===== config.mk =====
export PLATFORM = sky130hd
export DESIGN_NAME = lcd_pixel_feeder
export DESIGN_NICKNAME = d
export VERILOG_FILES = /design/src/rtl/lcd_pixel_feeder.sv
export SDC_FILE = /design/constraint.sdc
export NUM_CORES = 1
export LEC_CHECK = 0
export ABC_AREA = 1
export CAP_MARGIN = 40
export CELL_PAD_IN_SITES_DETAIL_PLACEMENT = 1
export CELL_PAD_IN_SITES_GLOBAL_PLACEMENT = 1
export CORE_MARGIN = 2
export CORE_UTILIZATION = 51
export DETAILED_ROUTE_END_ITERATION = 16
export PLACE_DENSITY_LB_ADDON = 0.1
export SYNTH_ARGS = -nofsm -noshare
export SYNTH_HDL_FRONTEND = slang
export SYNTH_SLANG_ARGS = --single-unit
export TNS_END_PERCENT = 10

===== constraint.sdc =====
create_clock -name clk_16MHz -period 4.3 [get_ports clk_16MHz]
set_input_delay 0.645 -clock clk_16MHz [delete_from_list [all_inputs] [get_ports clk_16MHz]]
set_output_delay 0.645 -clock clk_16MHz [all_outputs]
set_load 0.05 [all_outputs]

===== src/rtl/lcd_pixel_feeder.sv =====
// Command-driven pixel source for the ILI9341 byte driver: a FWFT command FIFO
// drained by a busy-observed request/hold handshake FSM.
module lcd_pixel_feeder #(
  parameter int FIFO_DEPTH = 16,
  parameter int CNT_W      = 17
) (
  input  logic                          clk_16MHz,
  input  logic                          resetn,
  input  logic                          cmd_valid,
  output logic                          cmd_ready,
  input  logic [1:0]                    cmd_op,
  input  logic [15:0]                   cmd_color,
  input  logic [CNT_W-1:0]              cmd_count,
  input  logic                          flush,
  input  logic                          lcd_busy,
  output logic [15:0]                   pix_data,
  output logic                          pix_clk,
  output logic                          reset_cursor,
  output logic [$clog2(FIFO_DEPTH):0]   fifo_level,
  output logic                          idle
);

  localparam int PTR_W = $clog2(FIFO_DEPTH);
  localparam int ENT_W = 2 + 16 + CNT_W;
  localparam logic [1:0] OP_PIXEL = 2'd0;
  localparam logic [1:0] OP_FILL  = 2'd1;
  localparam logic [1:0] OP_HOME  = 2'd2;

  typedef enum logic [1:0] {S_IDLE, S_ISSUE, S_REQ, S_HOLD} state_t;

  logic [ENT_W-1:0] mem_q [FIFO_DEPTH];
  logic [PTR_W-1:0] wr_ptr_q, wr_ptr_d, rd_ptr_q, rd_ptr_d;
  logic [PTR_W:0]   level_q, level_d;

  state_t           state_q, state_d;
  logic [1:0]       op_q, op_d;
  logic [15:0]      color_q, color_d;
  logic [CNT_W-1:0] remain_q, remain_d;
  logic [15:0]      pix_data_q, pix_data_d;
  logic             pix_clk_q, pix_clk_d;
  logic             reset_cursor_q, reset_cursor_d;

  logic             full, empty, push, pop;
  logic [ENT_W-1:0] head;
  logic [1:0]       head_op;
  logic [15:0]      head_color;
  logic [CNT_W-1:0] head_count;

  assign full       = (level_q == (PTR_W+1)'(FIFO_DEPTH));
  assign empty      = (level_q == '0);
  assign head       = mem_q[rd_ptr_q];
  assign head_op    = head[ENT_W-1 -: 2];
  assign head_color = head[CNT_W +: 16];
  assign head_count = head[CNT_W-1:0];

  // A pop in the same cycle frees a slot, so a full FIFO can still accept.
  assign pop       = (state_q == S_IDLE) && !empty && !flush;
  assign cmd_ready = !full || pop;
  assign push      = cmd_valid && cmd_ready && !flush;

  always_ff @(posedge clk_16MHz) begin
    if (push) mem_q[wr_ptr_q] <= {cmd_op, cmd_color, cmd_count};
  end

  always_comb begin
    wr_ptr_d = wr_ptr_q;
    rd_ptr_d = rd_ptr_q;
    level_d  = level_q;
    if (flush) begin
      rd_ptr_d = wr_ptr_q;
      level_d  = '0;
    end else begin
      if (push) wr_ptr_d = wr_ptr_q + PTR_W'(1);
      if (pop)  rd_ptr_d = rd_ptr_q + PTR_W'(1);
      level_d = level_q + {{PTR_W{1'b0}}, push} - {{PTR_W{1'b0}}, pop};
    end
  end

  always_comb begin
    state_d        = state_q;
    op_d           = op_q;
    color_d        = color_q;
    remain_d       = remain_q;
    pix_data_d     = pix_data_q;
    pix_clk_d      = pix_clk_q;
    reset_cursor_d = reset_cursor_q;
    case (state_q)
      S_IDLE: begin
        if (pop) begin
          op_d    = head_op;
          color_d = head_color;
          case (head_op)
            OP_PIXEL: begin remain_d = CNT_W'(1); state_d = S_ISSUE; end
            OP_FILL: begin
              if (head_count != '0) begin
                remain_d = head_count;
                state_d  = S_ISSUE;
              end
            end
            OP_HOME: begin remain_d = '0; state_d = S_ISSUE; end
            default: ;
          endcase
        end
      end
      S_ISSUE: begin
        if (flush) begin
          state_d = S_IDLE;
        end else if (!lcd_busy) begin
          if (op_q == OP_HOME) begin
            reset_cursor_d = 1'b1;
          end else begin
            pix_data_d = color_q;
            pix_clk_d  = 1'b1;
            remain_d   = remain_q - CNT_W'(1);
          end
          state_d = S_REQ;
        end
      end
      // The driver may be blind for a cycle, so the level holds until busy is seen.
      S_REQ: begin
        if (lcd_busy) begin
          pix_clk_d      = 1'b0;
          reset_cursor_d = 1'b0;
          state_d        = S_HOLD;
        end
      end
      S_HOLD: begin
        if (!lcd_busy) state_d = (remain_q != '0 && !flush) ? S_ISSUE : S_IDLE;
      end
      default: state_d = S_IDLE;
    endcase
    if (flush) remain_d = '0;
  end

  always_ff @(posedge clk_16MHz or negedge resetn) begin
    if (!resetn) begin
      wr_ptr_q       <= '0;
      rd_ptr_q       <= '0;
      level_q        <= '0;
      state_q        <= S_IDLE;
      op_q           <= '0;
      color_q        <= '0;
      remain_q       <= '0;
      pix_data_q     <= '0;
      pix_clk_q      <= 1'b0;
      reset_cursor_q <= 1'b0;
    end else begin
      wr_ptr_q       <= wr_ptr_d;
      rd_ptr_q       <= rd_ptr_d;
      level_q        <= level_d;
      state_q        <= state_d;
      op_q           <= op_d;
      color_q        <= color_d;
      remain_q       <= remain_d;
      pix_data_q     <= pix_data_d;
      pix_clk_q      <= pix_clk_d;
      reset_cursor_q <= reset_cursor_d;
    end
  end

  assign pix_data     = pix_data_q;
  assign pix_clk      = pix_clk_q;
  assign reset_cursor = reset_cursor_q;
  assign fifo_level   = level_q;
  assign idle         = empty && (state_q == S_IDLE);

endmodule


==> After elaboration in Yosys (flattened, before gate mapping) <==
Memories as Yosys holds them, arrays and structs flattened.
Index checks and enable logic that the tools add are counted.
{ "classes": {"bitwise": 3, "n_mux": 30, "eq_ne": 21, "addsub": 5, "reduce_logical": 26} }
{ "op_table": {"columns": ["op", "count"], "rows": [
  ["17-bit 2-to-1 mux", 5],
  ["17-bit case mux with 3 select lines", 1],
  ["17-bit case mux with 2 select lines", 1],
  ["17-bit nonzero test", 2],
  ["17-bit by 1-bit subtractor with 17-bit output (second input constant)", 1],
  ["2-bit != test (second input constant)", 7],
  ["2-bit 2-to-1 mux", 6],
  ["3-bit != test (second input constant)", 4],
  ["6-bit AND reduction", 2],
  ["1-bit 2-to-1 mux", 10],
  ["5-bit AND reduction", 2],
  ["4-bit by 1-bit adder with 4-bit output (second input constant)", 2],
  ["2-bit == test (second input constant)", 4],
  ["4-bit 2-to-1 mux", 2],
  ["2-bit case mux with 4 select lines", 1],
  ["1-bit logical AND", 6],
  ["5-bit by 1-bit adder with 5-bit output", 1],
  ["5-bit == test (second input constant)", 1],
  ["5-bit logical NOT", 1],
  ["5-bit 2-to-1 mux", 1],
  ["5-bit by 2-bit != test with 1-bit output (second input constant)", 1],
  ["5-bit by 1-bit subtractor with 5-bit output", 1],
  ["2-bit by 1-bit == test with 1-bit output (second input constant)", 2],
  ["2-bit logical NOT", 2],
  ["other kinds (12)", 19]
]} }
{ "totals": {"out_inout_bits": 25, "word_cells": 96, "register_bits": 68, "n_memories": 1, "ram_bits": 560} }
{ "mem_list": {"columns": ["name", "words", "width", "read_ports", "rd_ports_with_merged_regs", "wr", "line_no", "rtl"], "rows": [
  ["mem_q", 16, 35, 1, 0, 1, "31", "logic [ENT_W-1:0] mem_q [FIFO_DEPTH];"]
]} }

==> Logic depth before layout (Yosys ltp) <==
{ "logic_depth": {"word_depth": 10, "depth_mapped": 20} }

==> Worst setup path after synthesis <==
Ideal clock, no wire load.
{ "synth_timing": {"path_type": "register to register", "start": "register level_q[2], in the netlist fifo_level[2]", "end": "memory mem_q[11][0] in the netlist's numbering, enable pin", "path_buffers": 0, "slack_ns": 0.311, "stages_incl_launch_ff": 9, "required_time_ns": 3.873, "arrival_time_ns": 3.562, "cell_sequence": "dfrtp_1 -> inv_1 -> ha_1 -> nor3b_1 -> nand3_1 -> nand3_1 -> inv_1 -> nand2_1 -> nor2_1"} }
{ "synth_between": {"elab_chain_cells": 9, "word_cells_on_any_way": 11, "classes_between": "1 x eq/ne; 2 x mux; 8 x reduce/logical"} }
{ "synth_rtl": {"columns": ["element", "line_no", "rtl"], "rows": [
  ["from (decl)", "33", "logic [PTR_W:0] level_q, level_d;"],
  ["from (signal assigned)", "150", "level_q <= level_d;"],
  ["5-bit logical NOT", "50", "assign empty = (level_q == '0);"],
  ["1-bit logical NOT", "57", "assign pop = (state_q == S_IDLE) && !empty && !flush;"],
  ["1-bit logical AND (2 in a row)", "57", null],
  ["1-bit logical OR *", "58", "assign cmd_ready = !full || pop;"],
  ["via cmd_ready", "10", "output logic cmd_ready,"],
  ["1-bit logical AND * (2 in a row)", "59", "assign push = cmd_valid && cmd_ready && !flush;"],
  ["1-bit 2-to-1 mux *", "62", "if (push) mem_q[wr_ptr_q] <= {cmd_op, cmd_color, cmd_count};"],
  ["1-bit 2-to-1 mux (not written as such) *", "62", null],
  ["to (decl)", "31", null]
]} }
Mark *: on every way through the listed nets, which the timed path passes. The rest lies on a longest branch.

==> Worst setup path after layout <==
{ "layout_timing": {"start": "register rd_ptr_q[1]", "end": "register remain_q[3]"} }
{ "layout_between": {"elab_chain_cells": 6, "word_cells_on_any_way": 13, "classes_between": "4 x eq/ne; 5 x mux; 3 x reduce/logical; 1 x memory"} }
{ "layout_rtl": {"columns": ["element", "line_no", "rtl"], "rows": [
  ["from (decl)", "32", "logic [PTR_W-1:0] wr_ptr_q, wr_ptr_d, rd_ptr_q, rd_ptr_d;"],
  ["from (signal assigned)", "149", "rd_ptr_q <= rd_ptr_d;"],
  ["memory 16 x 35 bit *", null, null],
  ["via head[33]", "44", "logic [ENT_W-1:0] head;"],
  ["2-bit == test, or another cell as far along", "92", "case (head_op)"],
  ["17-bit case mux with 3 select lines", "92", null],
  ["17-bit 2-to-1 mux", "89", "if (pop) begin"],
  ["17-bit case mux with 2 select lines", "87", "case (state_q)"],
  ["17-bit 2-to-1 mux", "132", "if (flush) remain_d = '0;"],
  ["to (signal assigned)", "154", "remain_q <= remain_d;"],
  ["to (decl)", "38", "logic [CNT_W-1:0] remain_q, remain_d;"]
]} }
Mark *: on every way through the listed nets, which the timed path passes. The rest lies on a longest branch. The select of a mux whose other input is x is not followed.
A chain may end at the register's enable or synchronous reset.

==> results.py <==
metrics = {
    "outcome": {
        "status": "complete, no violations",
    },
    "worst_setup_path": {
        "crit_fanout": 20,
        "critPathKind": "reg2reg",
        "cp.arrival_ps": 4160,
        "cp_slowest_stage_delay_ps": 660,
        "required_ps": 4830,
        "r2r-start": "rd_ptr_q[1]",
        "start_kind": "register",
        "crit_path_end_kind": "register",
        "startpoint": "rd_ptr_q[1]",
        "worst_path_most_repeated_cell": "nand2_1",
        "critPathSlowestCell": "dfrtp_2",
        "path_cells": "clkinv_2 -> o21ai_0 -> o22ai_1 -> o21ai_0 -> nand2_1 -> ha_1 -> or2_2 -> o311ai_0 -> inv_2 -> nand2_2 -> nand2_1 -> nand2_1",
    },
    "hold_path": {
        "hold_path.class": "in2async",
    },
    "synthesis": {
        "ys_warn_count": 0,
        "synthTopCellsByArea": "edfxtp_1, dfrtp_1, nand2_1, nor2_1, o21ai_0",
        "yosysTopAreaCell": "edfxtp_1",
        "yosys-top-cells-count": "edfxtp_1, nand2_1, nor2_1",
        "ys.flop_type": "edfxtp_1",
        "synthCells": 2116,
        "synth-edff-count": 560,
        "seq_area_frac_synth_pct": 72.41,
        "synth_top_area_share_pct": 65.76,
        "syn-num-nets": 2173,
        "synth.most_common_cell": "edfxtp_1",
        "synth_area_um2": 25570,
        "syn_area_per_cell_um2": 12.09,
        "ys_ff_latch": 628,
        "synth_async_sr_flop_share_pct": 10.83,
        "synth.distinct_cells": 38,
    },
    "clock_tree": {
        "cts_made_buffers": 67,
        "ctsLongestPathBuffers": 3,
        "path_clk_slew_ps": 60,
        "ctsResizeCount": 0,
        "clock-sinks": 628,
        "cts_max_level": 3,
        "hold_buffers": 0,
        "root_buffer": "clkbuf_16",
        "clock_latency_ps": 610,
        "post_cts.repair.setup_buffers": 0,
        "cts_tree": "yes",
    },
    "global_routing": {
        "met2_usage_pct": 50.11,
        "grt_util_met3_pct": 4.825,
        "overflow": 0,
        "grt_use_total_pct": 29.23,
        "antenna_found_initial": 1,
        "use_met1_pct": 37.17,
        "grt_pass1_wl_um": 113600,
        "grt_max_degree": 149,
        "grt_pass1_vias": 18510,
        "busiest_layer": "met2",
    },
    "die": {
        "core_um2": 49860,
        "die_h_um": 227.9,
        "core.rowCount": 82,
        "initial_core_util_pct": 51.29,
        "die_w_um": 227.9,
        "die_area_um2": 51950,
        "ios": 65,
    },
    "final_layout": {
        "syn2layout_area_growth_pct": 14.99,
        "fin_nets": 2225,
        "fin_area_um2": 29410,
        "multi_input_area_um2": 6374,
        "layout.area.seq_um2": 18530,
        "fin_cells": 2894,
        "fillers": 4967,
        "drive_gt1_share_pct": 8.915,
    },
    "sta": {
        "setup_viol": 0,
        "fmax_mhz": 276.1,
        "finalCritPeriodShare_pct": 84.23,
        "finalWorstPathRequiredPeriod_ps": 3622,
        "worst_slew_pin_slew_ps": 846.2,
        "timing.setup.tns_ps": 0,
        "maxSlewViolCount": 0,
        "final-hold-violation-count": 0,
        "skew_ps": 11.37,
        "rsz0062_at_grt": "no",
        "worst_slack_ps": 678.2,
        "relSlewSlack_pct": 43.59,
    },
    "place": {
        "gp_congestion": 0.7902,
        "dp_cells": 2771,
        "placed_cell_area_um2": 27190,
        "post-dp-hpwl_um": 40260,
        "port_buffers": 64,
        "place_ws_ps": 691.6,
    },
    "routing": {
        "antenna_left": 0,
        "drtIter0Drc": 1335,
        "drtPass1Iterations": 5,
        "drt-vias-per-instance": 5.983,
        "vias": 17320,
        "drc": 0,
        "wirelength_um": 75180,
        "wl_per_cell_um": 25.98,
    },
    "pwr": {
        "cellLeakagePower_nw": 10.33,
        "power_mw": 20.74,
        "ir_drop_uv": 518.6,
        "power_density_nw_per_um2": 705.3,
    },
    "run": {
        "drv_cap": 0,
    },
}
-- where the power goes --
part           switching, mW  internal [mW]  total (mW)
Sequential             0.422           7.20        7.62
Clock                   2.40           3.42        5.81
Combinational           5.24           2.07        7.30
-- through the flow --
| stage | hold WS [ps] | util (%) |
|---|---|---|
| finish | 130.5 | 58.97 |
| global route | 158.1 | 58.97 |
| CTS | 114.3 | 58.97 |
| detailed placement | 493.5 | 54.54 |
| global placement | 481.9 | 54.45 |
| floorplan | 349.4 | - |
-- worst paths after layout --
| path | end | slack [ps] | cells past startpoint |
|---|---|---|---|
| worst max register to register | remain_q[3] | 680 | 12 |
| max in group asynchronous | rd_ptr_q[0] | 3230 | 2 |
| worst max-delay path | remain_q[3] | 680 | 12 |
| min in group clk_16MHz | op_q[0] | 500 | 2 |
| worst min register to register | op_q[0] | 500 | 2 |
| worst min-delay path | rd_ptr_q[1] | 130 | 1 |
-- placed cells by master (no fill, tap or decap), types with 2 or more instances in the layout --
cell type        instances
a21oi_1                 68
a221oi_1                 3
edfxtp_1               560
clkbuf_8                 9
or2_2                    2
o21ai_0                184
o21ai_1                  8
nand2_2                  2
nor2_4                  17
nor2_2                   2
clkdlybuf4s50_1         63
nand3_1                 82
nand2_1                397
clkbuf_16               69
buf_12                  16
inv_6                    5
dfrtp_2                  3
o22ai_1                 36
mux2_2                  16
clkinv_2                12
bufinv_16                5
clkbuf_1                14
o221ai_1                38
clkinv_8                 2
nand4_1                 19
xor2_1                  11
nor3_1                   5
ha_1                    16
nor2_1                 313
inv_1                   59
dfrtp_1                 64
a31oi_1                 17
xnor2_1                  5
inv_2                    8
o211ai_1                46
clkinv_1                 9
buf_4                   25
-- worst max-delay path, delay by kind of cell, from the launching register on --
family	cells	cell delay, ps
DFF	1	660
AOI/OAI and AO/OA	4	890
and+or+nand+nor	5	980
buffers and inverters	2	720
adders and majority gates	1	300
-- registers in the layout, summed over array words and instances (netlist names), named ones only --
signal and flops:
reset_cursor 1, remain_q 17, mem_q 560, state_q 1, fifo_level 5, color_q 16
rd_ptr_q 4, wr_ptr_q 4, pix_data 16, op_q 2, pix_clk 1
-- cells by family after synthesis --
| kind of cell | count (synthesis) | share of synthesized area [%] |
|---|---|---|
| xor gates and xnor gates | 16 | 0.5480 |
| DFF | 628 | 72.41 |
| and+or+nand+nor | 843 | 13.14 |
| muxes | 16 | 0.7045 |
| adders and majority gates | 17 | 0.8611 |
| buffers and inverters | 194 | 3.136 |
| AOI/OAI and AO/OA | 402 | 9.203 |
-- layout make-up --
type                    instances  area share, %
flip-flops and latches        628          63.00
multi-input cells            1294          21.67
clock buffers                  92          6.472
repair buffers                106          4.017
well taps                     672          2.859
clock inverters                30          1.042
inverters                      71         0.9276
diodes                          1       0.008510
-- per-layer routing --
layer	up-vias	wire (µm)
met5	-	0
met4	0	2677
met3	164	4458
met2	534	37970
met1	8962	30070
li1	7655	-
No activity file was read; power rests on OpenSTA's default activity.
